<file path="src/rtl/pwm_bank.sv">
`default_nettype none
// ============================================================================
// Module   : pwm_bank
// Brief    : Bus-programmable bank of PWM channels with shared prescaler,
//            period counter and shadow-buffered period/duty registers.
// Revision : 1.0
// ============================================================================
module pwm_bank #(
    parameter int CHANNELS   = 3,
    parameter int WIDTH      = 8,
    parameter int PRESCALE_W = 8
) (
    input  logic                clk,
    input  logic                reset,
    input  logic                cs,
    input  logic                wren,
    input  logic [3:0]          adr,
    input  logic [31:0]         di,
    output logic [31:0]         dout,
    output logic [CHANNELS-1:0] out,
    output logic                wrap
);

    localparam logic [3:0] c_ADR_CTRL     = 4'd0;
    localparam logic [3:0] c_ADR_PERIOD   = 4'd1;
    localparam logic [3:0] c_ADR_PRESCALE = 4'd2;
    localparam logic [3:0] c_ADR_STATUS   = 4'd3;

    logic [CHANNELS-1:0]   r_en;
    logic [CHANNELS-1:0]   r_pol;
    logic                  r_run;
    logic [PRESCALE_W-1:0] r_prescale;
    logic [PRESCALE_W-1:0] r_psc;
    logic                  r_status;
    logic [WIDTH-1:0]      r_period_sh;
    logic [WIDTH-1:0]      r_period_act;
    logic [WIDTH-1:0]      r_cnt;
    logic [WIDTH-1:0]      r_duty_sh  [CHANNELS];
    logic [WIDTH-1:0]      r_duty_act [CHANNELS];
    logic [CHANNELS-1:0]   r_out;
    logic                  r_wrap;
    logic [31:0]           r_dout;

    logic                  w_wr;
    logic                  w_rd;
    logic                  w_tick;
    logic                  w_wrap_ev;
    logic                  w_load;
    logic [31:0]           w_rdata;
    logic                  w_unused;

    assign w_wr      = cs & wren;
    assign w_rd      = cs & ~wren;
    assign w_tick    = r_run && (r_psc >= r_prescale);
    assign w_wrap_ev = w_tick && (r_cnt >= r_period_act);
    // Active values follow the shadows freely while stopped, else only at wrap.
    assign w_load    = !r_run || w_wrap_ev;
    assign w_unused  = ^di;

    always_ff @(posedge clk or posedge reset) begin
        if (reset) begin
            r_en       <= '0;
            r_pol      <= '0;
            r_run      <= 1'b0;
            r_prescale <= '0;
        end else if (w_wr && adr == c_ADR_CTRL) begin
            r_en  <= di[CHANNELS-1:0];
            r_pol <= di[8 +: CHANNELS];
            r_run <= di[31];
        end else if (w_wr && adr == c_ADR_PRESCALE) begin
            r_prescale <= di[PRESCALE_W-1:0];
        end
    end

    always_ff @(posedge clk or posedge reset) begin
        if (reset) begin
            r_period_sh  <= '1;
            r_period_act <= '1;
        end else begin
            if (w_load)
                r_period_act <= r_period_sh;
            if (w_wr && adr == c_ADR_PERIOD)
                r_period_sh <= di[WIDTH-1:0];
        end
    end

    always_ff @(posedge clk or posedge reset) begin
        if (reset) begin
            r_psc  <= '0;
            r_cnt  <= '0;
            r_wrap <= 1'b0;
        end else begin
            r_wrap <= w_wrap_ev;
            if (!r_run) begin
                r_psc <= '0;
                r_cnt <= '0;
            end else if (w_tick) begin
                r_psc <= '0;
                r_cnt <= w_wrap_ev ? '0 : r_cnt + 1'b1;
            end else begin
                r_psc <= r_psc + 1'b1;
            end
        end
    end

    // A wrap in the same cycle as a write-1-clear keeps the flag set.
    always_ff @(posedge clk or posedge reset) begin
        if (reset)
            r_status <= 1'b0;
        else if (w_wrap_ev)
            r_status <= 1'b1;
        else if (w_wr && adr == c_ADR_STATUS && di[0])
            r_status <= 1'b0;
    end

    always_ff @(posedge clk or posedge reset) begin
        if (reset) begin
            for (int i = 0; i < CHANNELS; i++) begin
                r_duty_sh[i]  <= '0;
                r_duty_act[i] <= '0;
            end
            r_out <= '0;
        end else begin
            for (int i = 0; i < CHANNELS; i++) begin
                if (w_load)
                    r_duty_act[i] <= r_duty_sh[i];
                if (w_wr && adr == 4'(8 + i))
                    r_duty_sh[i] <= di[WIDTH-1:0];
                // Extra MSB keeps duty > period fully on and duty = 0 fully off.
                r_out[i] <= (r_en[i] & r_run &
                             ({1'b0, r_cnt} < {1'b0, r_duty_act[i]})) ^ r_pol[i];
            end
        end
    end

    always_comb begin
        w_rdata = '0;
        case (adr)
            c_ADR_CTRL: begin
                w_rdata[CHANNELS-1:0]  = r_en;
                w_rdata[8 +: CHANNELS] = r_pol;
                w_rdata[31]            = r_run;
            end
            c_ADR_PERIOD:   w_rdata[WIDTH-1:0]      = r_period_sh;
            c_ADR_PRESCALE: w_rdata[PRESCALE_W-1:0] = r_prescale;
            c_ADR_STATUS:   w_rdata[0]              = r_status;
            default: begin
                for (int i = 0; i < CHANNELS; i++) begin
                    if (adr == 4'(8 + i))
                        w_rdata[WIDTH-1:0] = r_duty_sh[i];
                end
            end
        endcase
    end

    always_ff @(posedge clk or posedge reset) begin
        if (reset)
            r_dout <= '0;
        else
            r_dout <= w_rd ? w_rdata : 32'd0;
    end

    assign dout = r_dout;
    assign out  = r_out;
    assign wrap = r_wrap;

endmodule
`default_nettype wire

</file>
<file path="config.mk">
export PLATFORM = sky130hd
export DESIGN_NAME = pwm_bank
export DESIGN_NICKNAME = d
export VERILOG_FILES = /design/src/rtl/pwm_bank.sv
export SDC_FILE = /design/constraint.sdc
export NUM_CORES = 1
export LEC_CHECK = 0
export ABC_AREA = 1
export CAP_MARGIN = 25
export CORE_MARGIN = 8
export CORE_UTILIZATION = 56
export CTS_CLUSTER_SIZE = 14
export DETAILED_ROUTE_END_ITERATION = 6
export PLACE_DENSITY = 0.81
export SKIP_LAST_GASP = 1
export SLEW_MARGIN = 20
export SYNTH_ARGS = -nofsm -noshare
export SYNTH_HDL_FRONTEND = slang
export SYNTH_SLANG_ARGS = --single-unit
</file>
<file path="constraint.sdc">
create_clock -name clk -period 4.6 [get_ports clk]
set_input_delay 1.38 -clock clk [delete_from_list [all_inputs] [get_ports clk]]
set_output_delay 1.38 -clock clk [all_outputs]
set_load 0.02 [all_outputs]
</file>
==> results of run 1 <==
cells by family (layout without fill, tap and decap cells):
logic type,after synthesis,after routing,share of synthesized area
DFF,112,112,0.471
and+or+nand+nor,319,319,0.246
adders and majority gates,39,39,0.0814
buffers and inverters,131,146,0.105
AOI/OAI and AO/OA,91,91,0.0842
other,1,20,0.000626
xor gates and xnor gates,8,8,0.0117
how the worst max path moves through the flow:
stage / start / endpoint / slack (ns) / cells past startpoint
3_5_place_dp: adr[0] / r_duty_sh[8] / 1.37 / 6
6_report: adr[0] / r_duty_sh[8] / 1.68 / 6
4_1_cts: adr[0] / r_duty_sh[13] / 1.76 / 5
2_1_floorplan: reset / dout[0] / 0.29 / 1
3_3_place_gp: adr[0] / r_duty_sh[9] / 1.42 / 6
5_1_grt: adr[0] / r_duty_sh[8] / 1.58 / 6
tightest hold or removal path, cell delays in order (launching register included):
cell and delay (ns):
dfstp_2 0.38, nand2_1 0.07, nand2_1 0.05
state kept, by name (all words and copies together), names as in the netlist:
name	cells
dout	12
out	3
r_cnt	8
r_duty_act	24
r_duty_sh	24
r_en	3
r_period_act	8
r_period_sh	8
r_pol	3
r_prescale	8
r_psc	8
r_run	1
r_status	1
wrap	1
metrics by stage:
| stage | worst slack, ns | hold slack (ns) | instances | utilization |
|---|---|---|---|---|
| 6_report | 1.68 | 0.490 | 871 | 0.628 |
| 5_1_grt | 1.58 | 0.503 | 871 | 0.628 |
| 4_1_cts | 1.76 | 0.483 | 871 | 0.628 |
| 3_5_place_dp | 1.37 | 0.459 | 856 | 0.611 |
| 3_3_place_gp | 1.42 | 0.454 | 856 | 0.611 |
| 2_1_floorplan | 0.287 | 0.442 | 720 | - |
layer usage:
| metal | vias up | track usage |
|---|---|---|
| li1 | 2281 | - |
| met1 | 2212 | 0.249 |
| met2 | 188 | 0.315 |
| met3 | 34 | 0.0269 |
| met4 | 0 | 0.0890 |
| met5 | - | 0 |
synth_stat cells, drive strengths merged, types with 3 or more instances:
| master | count |
|---|---|
| nand3 | 53 |
| a211oi | 8 |
| dfrtp | 96 |
| ha | 39 |
| and3 | 3 |
| a221oi | 6 |
| dfstp | 16 |
| buf | 37 |
| nor3 | 13 |
| inv | 91 |
| o21ai | 55 |
| nor2 | 32 |
| xor2 | 7 |
| nand4 | 14 |
| nand2 | 203 |
| a21oi | 20 |
layout make-up:
type                    instances  share of cell area
inverters                      92              0.0538
multi-input cells             477               0.401
well taps                     136              0.0261
repair buffers                 39              0.0584
clock buffers                  13              0.0259
clock inverters                 2             0.00211
flip-flops and latches        112               0.433
power by group through the flow:
stage                     sequential, W  combinational (W)  clock [W]
final                           0.00137           0.000934   0.000563
after global routing            0.00139            0.00107   0.000605
after CTS                       0.00137           0.000935   0.000564
after detailed placement        0.00139           0.000929          0
after global placement          0.00137           0.000886          0
after floorplan                 0.00136           0.000717          0
==> results.md, run 1 <==
* Status: finished clean
* Least-Margin Pin Slew at 0.842 ns
* Post CTS Setup Buffer Count at 0
* Area share of the largest cell type after synthesis at 0.401
* Most used DFF post-synth: dfrtp_1
* Final TNS setup at 0 ns
* Dominant cell type by area after synthesis: dfrtp_1
* ANT nets after route at 0
* P_sw at 0.00108 W
* GRT Resource Usage Total at 0.193
* Syn Inst Count at 701
* Final Hold Viols at 0
* Fmax at 0.343 GHz
* Root Driver: clkbuf_8
* Starting Density at 0.578
* Die area at about 14000 um^2
* Worst Skew at around 0.011 ns
* Crit-path leading delay family: simple AND/OR/NAND/NOR gates
* DRC at 0
* Crit Reg-Reg Startpoint: r_prescale[7]
* Fin. max-slew vios at 0
* R2R Setup Slk at about 2.1 ns
* Post_cts resized at 0
* Reg area at 2820 um^2
* Power consumption at between 0.002 and 0.003 W
* Final instance area at 6520 um^2
* CP Cell Sequence: clkdlybuf4s50_1 > inv_2 > nor2_4 > nand3_2 > nand2_1 > o21ai_0
* Fraction of registers with async set/reset at 1.00
* Initial antenna violation count at 0
* Internal at roughly 0.0018 W
* Avg Cell Area, Syn at 8.55 um^2
* Vias at 4715
* Most frequent cells in the layout: nand2_1, dfrtp_1, inv_1
* Width of the die at ~120 um
* Worst IR Drop VDD at around 0.00022 V
* Setup-failing EPs final at 0
* Hold wc startpoint: r_period_sh[0]
* Initial DRC count at 396
* CP Launch Type: primary input
* First-pass GRT wire length at between 20000 and 25000 um
* Vias/cell at between 5 and 6
* HPWL Detailed at 9790 um
* Fillcell total at approximately 870
* Worst-skew pair later-pin latency at 0.38 ns
* Logic pwr share at 0.326
* H-tree Lvls at 3
* PortBufs at 35
* Post-CTS Hold Fix Bufs at 0
* RSZ-0062 raised after global routing: no
* Highest metal used: met4
* Most common cell after layout, fill and taps aside: nand2_1
* Vias in the first global route at about 4600
* Synth cell types at 37
* Rel. slew slack at 0.439
* # IOs at 76
* Sequential share of the synthesized area at 0.471
* WL/cell at between 15 and 20 um
* CP Max Fanout at 16
* GRT Residual Overflow at 0
* Share of layout cells above drive strength 1 at 0.0884
* Met1 Wirelength at a little under 6000 um
* Area of the multi-input gates at about 2600 um^2
* Synthesized flop and latch total at ~110
* Drt total wl at about 14000 um
* Leakage power at between 3 and 4 nW
* Routed met3 length at 935 um
* Cts bufs inserted at 9
* Clock share of power at 0.196
* Clk sink count at around 110
* Length of routed met2 wiring at between 6000 and 7000 um
* Slowest cell on crit path: clkdlybuf4s50_1
* Tmin final at slightly below 3 ns
* Die H at 119 um
* Pin count of the biggest net entering global routing at slightly below 100
* R2r worst-path depth at 10
* Gpl congestion at approximately 0.87
* Switching share of power at 0.376
* Clk buf depth at 2
* End of the worst hold path: r_period_act[0]
* WP data arrival at 3.18 ns
* Hold Crit Depth at 2
* Crit. End Element: flop
* Max cap viols at 0
* Ant. Diodes at 0
* Dominant cells by area after synthesis: dfrtp_1, nand2_1, ha_1, dfstp_2, inv_1
* Layout area overhead at 8.77%
* CTS clock-pin slew for the worst setup and hold paths at around 0.10 ns
* Number of synthesized flops with an enable pin at 0
* Pre-antenna DRT Iters at 5
* Pwr dens at 440 nW/um^2
* Core Region at around 10000 um^2
* CTS tree: done
* Max incr delay on CP at roughly 0.65 ns
* Fin nets at approximately 800
* Synth Cell Area at ~6000 um^2
* Period utilization at 0.635
* Crit path buf inv count at 2
* Data required, critical path at about 4.9 ns
* Tightest Hold Check Type: flop to flop
* Synth warnings at 0
* RR Endpoint: r_period_act[1]
* Crit path kind: primary input to flop
* Row Count at 37
* DP Area at approximately 6300 um^2
* Reg power frac at 0.478
Power figures use the tool's default switching activity.
==> run 2: changes to the inputs <==
- clock period: 4.6 -> 2.8 ns (I/O delays scaled with it)
==> run 2 against run 1 <==
Register-to-register slack lost 1.5 ns. First-iteration DRC count shrank 15%. Sequential power grew 65%. Combinational power grew 66%. Critical path depth grew 2. Routed wire length grew 1.3%. Die area is the same. Clock power grew 74%. Power grew 67%. Non-clock buffer count grew 4. Global-route usage grew 0.38 points. Count of clock-buffer cells in the layout shrank 4. Critical path type unchanged. Largest cell class unchanged.
==> results.md, run 2 (synthesis results as in run 1) <==
* Status: finished clean (unchanged)
* P_sw at 0.00181 W (was 0.00108 W)
* Worst-skew pair later-pin latency at 0.38 ns (about the same)
* Data required, critical path at 3.09 ns (was 4.86 ns)
* Final TNS setup at 0 ns (unchanged)
* Least-Margin Pin Slew at 0.548 ns (was 0.842 ns)
* CP Launch Type: primary input (unchanged)
* Drt total wl at 13700 um (was 13500 um)
* Vias in the first global route at 4809 (was 4634)
* Gpl congestion at 0.853 (was 0.869)
* Pre-antenna DRT Iters at 5 (unchanged)
* Leakage power at 3.42 nW (was 3.41 nW)
* DP Area at 6380 um^2 (was 6330 um^2)
* PortBufs at 35 (unchanged)
* Vias at 4806 (was 4715)
* ANT nets after route at 0 (unchanged)
* Layout area overhead at 9.81% (was 8.77%)
* Clk buf depth at 2 (unchanged)
* CP Max Fanout at 13 (was 16)
* Root Driver: clkbuf_8 (unchanged)
* First-pass GRT wire length at 22700 um (was 22500 um)
* R2R Setup Slk at 0.63 ns (was 2.14 ns)
* Final Hold Viols at 0 (unchanged)
* Reg power frac at 0.472 (was 0.478)
* RSZ-0062 raised after global routing: no (unchanged)
* GRT Residual Overflow at 0 (unchanged)
* Period utilization at 0.817
* Clock share of power at 0.205 (was 0.196)
* Worst Skew at 0.0179 ns (was 0.0108 ns)
* Fillcell total at 852 (was 869)
* Post CTS Setup Buffer Count at 0 (unchanged)
* Vias/cell at 5.49 (was 5.41)
* H-tree Lvls at 3 (unchanged)
* Pre-CTS setup slack at 0.165 ns (was 1.37 ns)
* Die H at 119 um (unchanged)
* Cts bufs inserted at 9 (unchanged)
* Width of the die at 119 um (unchanged)
* Post_cts resized at 0 (unchanged)
* Logic pwr share at 0.323 (was 0.326)
* Core Region at 10400 um^2 (unchanged)
* Starting Density at 0.578 (unchanged)
* Share of layout cells above drive strength 1 at 0.0959 (was 0.0884)
* Initial DRC count at 338 (was 396)
* Max cap viols at 0 (unchanged)
* Pwr dens at 728 nW/um^2 (was 440 nW/um^2)
* Fin cells at 876 (was 871)
* Tmin final at around 2.3 ns
* Crit path kind: primary input to flop (unchanged)
* Worst IR Drop VDD at 0.000373 V (was 0.000218 V)
* DRC at 0 (unchanged)
* CTS tree: done (unchanged)
* WL/cell at 15.6 um (was 15.5 um)
* GRT Resource Usage Total at 0.196 (was 0.193)
* Ant. Diodes at 0 (unchanged)
* # IOs at 76 (unchanged)
* Most common cell after layout, fill and taps aside: nand2_1 (unchanged)
* Cells after DPL at 860 (was 856)
* Setup-failing EPs final at 0 (unchanged)
* Worst setup margin at 0.513 ns (was 1.68 ns)
* Rel. slew slack at 0.635 (was 0.439)
* Final instance area at 6580 um^2 (was 6520 um^2)
* Fin. max-slew vios at 0 (unchanged)
* WP data arrival at 2.57 ns (was 3.18 ns)
* Most frequent cells in the layout: nand2_1, dfrtp_1, inv_1 (unchanged)
* Switching share of power at 0.379 (was 0.376)
* Power consumption at 0.00479 W (was 0.00287 W)
* Clk sink count at 112 (unchanged)
* Initial antenna violation count at 0 (unchanged)
* Die area at 14300 um^2 (unchanged)
* HPWL Detailed at 10400 um (was 9790 um)
* Tightest Hold Check Type: flop to flop (unchanged)
* CTS clock-pin slew for the worst setup and hold paths at 0.10 ns (about the same)
* Fin nets at 814 (was 810)
* Row Count at 37 (unchanged)
* Internal at 0.00298 W (was 0.00179 W)
* Post-CTS Hold Fix Bufs at 0 (unchanged)
* Fmax at approximately 0.44 GHz
* Crit. End Element: flop (unchanged)
* Pin count of the biggest net entering global routing at 68 (was 97)
run 2: through the flow:
| stage | hold slack [ns] | utilization |
|---|---|---|
| 2_1_floorplan | 0.442 | - |
| 3_3_place_gp | 0.452 | 0.615 |
| 3_5_place_dp | 0.460 | 0.615 |
| 4_1_cts | 0.491 | 0.635 |
| 5_1_grt | 0.512 | 0.635 |
| 6_report | 0.488 | 0.635 |
run 2: critical path, stage by stage:
cell and delay [ns]:
clkdlybuf4s50_1 0.65, inv_2 0.09, nor2_4 0.31, nand3_1 0.16, a31o_2 0.26, nand2_1 0.06, nand2_1 0.06, nor2_1 0.15
run 2: final timing paths:
| kind | start | end | cells past startpoint |
|---|---|---|---|
| worst min-delay path | r_period_sh[2] | r_period_act[2] | 2 |
| min in group asynchronous | reset | r_psc[0] | 2 |
| max in group asynchronous | reset | r_period_act[6] | 3 |
| worst max register to register | r_prescale[7] | r_duty_act[3] | 10 |
| worst max-delay path | adr[0] | dout[0] | 8 |
| worst min register to register | r_period_sh[2] | r_period_act[2] | 2 |
run 2: metal layers:
metal  vias to the layer above  routed length, um  track usage
met5                         -                  0            0
met4                         0                544        0.105
li1                       2305                  -            -
met1                      2255               5700        0.243
met2                       200               6530        0.324
met3                        46                916       0.0326
run 2: power groups by stage:
stage               sequential (W)  combinational [W]  clock (W)
floorplan                  0.00224            0.00118          0
global placement           0.00227            0.00145          0
detailed placement         0.00229            0.00154          0
CTS                        0.00226            0.00155   0.000993
global route               0.00231            0.00177    0.00106
finish                     0.00226            0.00155   0.000980
run 2: area by class of cell:
type | instances | area, um^2 | area share
multi-input combinational | 477 | 2610 | 0.397
clock inverter | 7 | 80.1 | 0.0122
inverter | 92 | 349 | 0.0531
tap | 136 | 170 | 0.0259
clock buffer | 9 | 124 | 0.0188
timing repair buffer | 43 | 423 | 0.0643
sequential | 112 | 2820 | 0.429
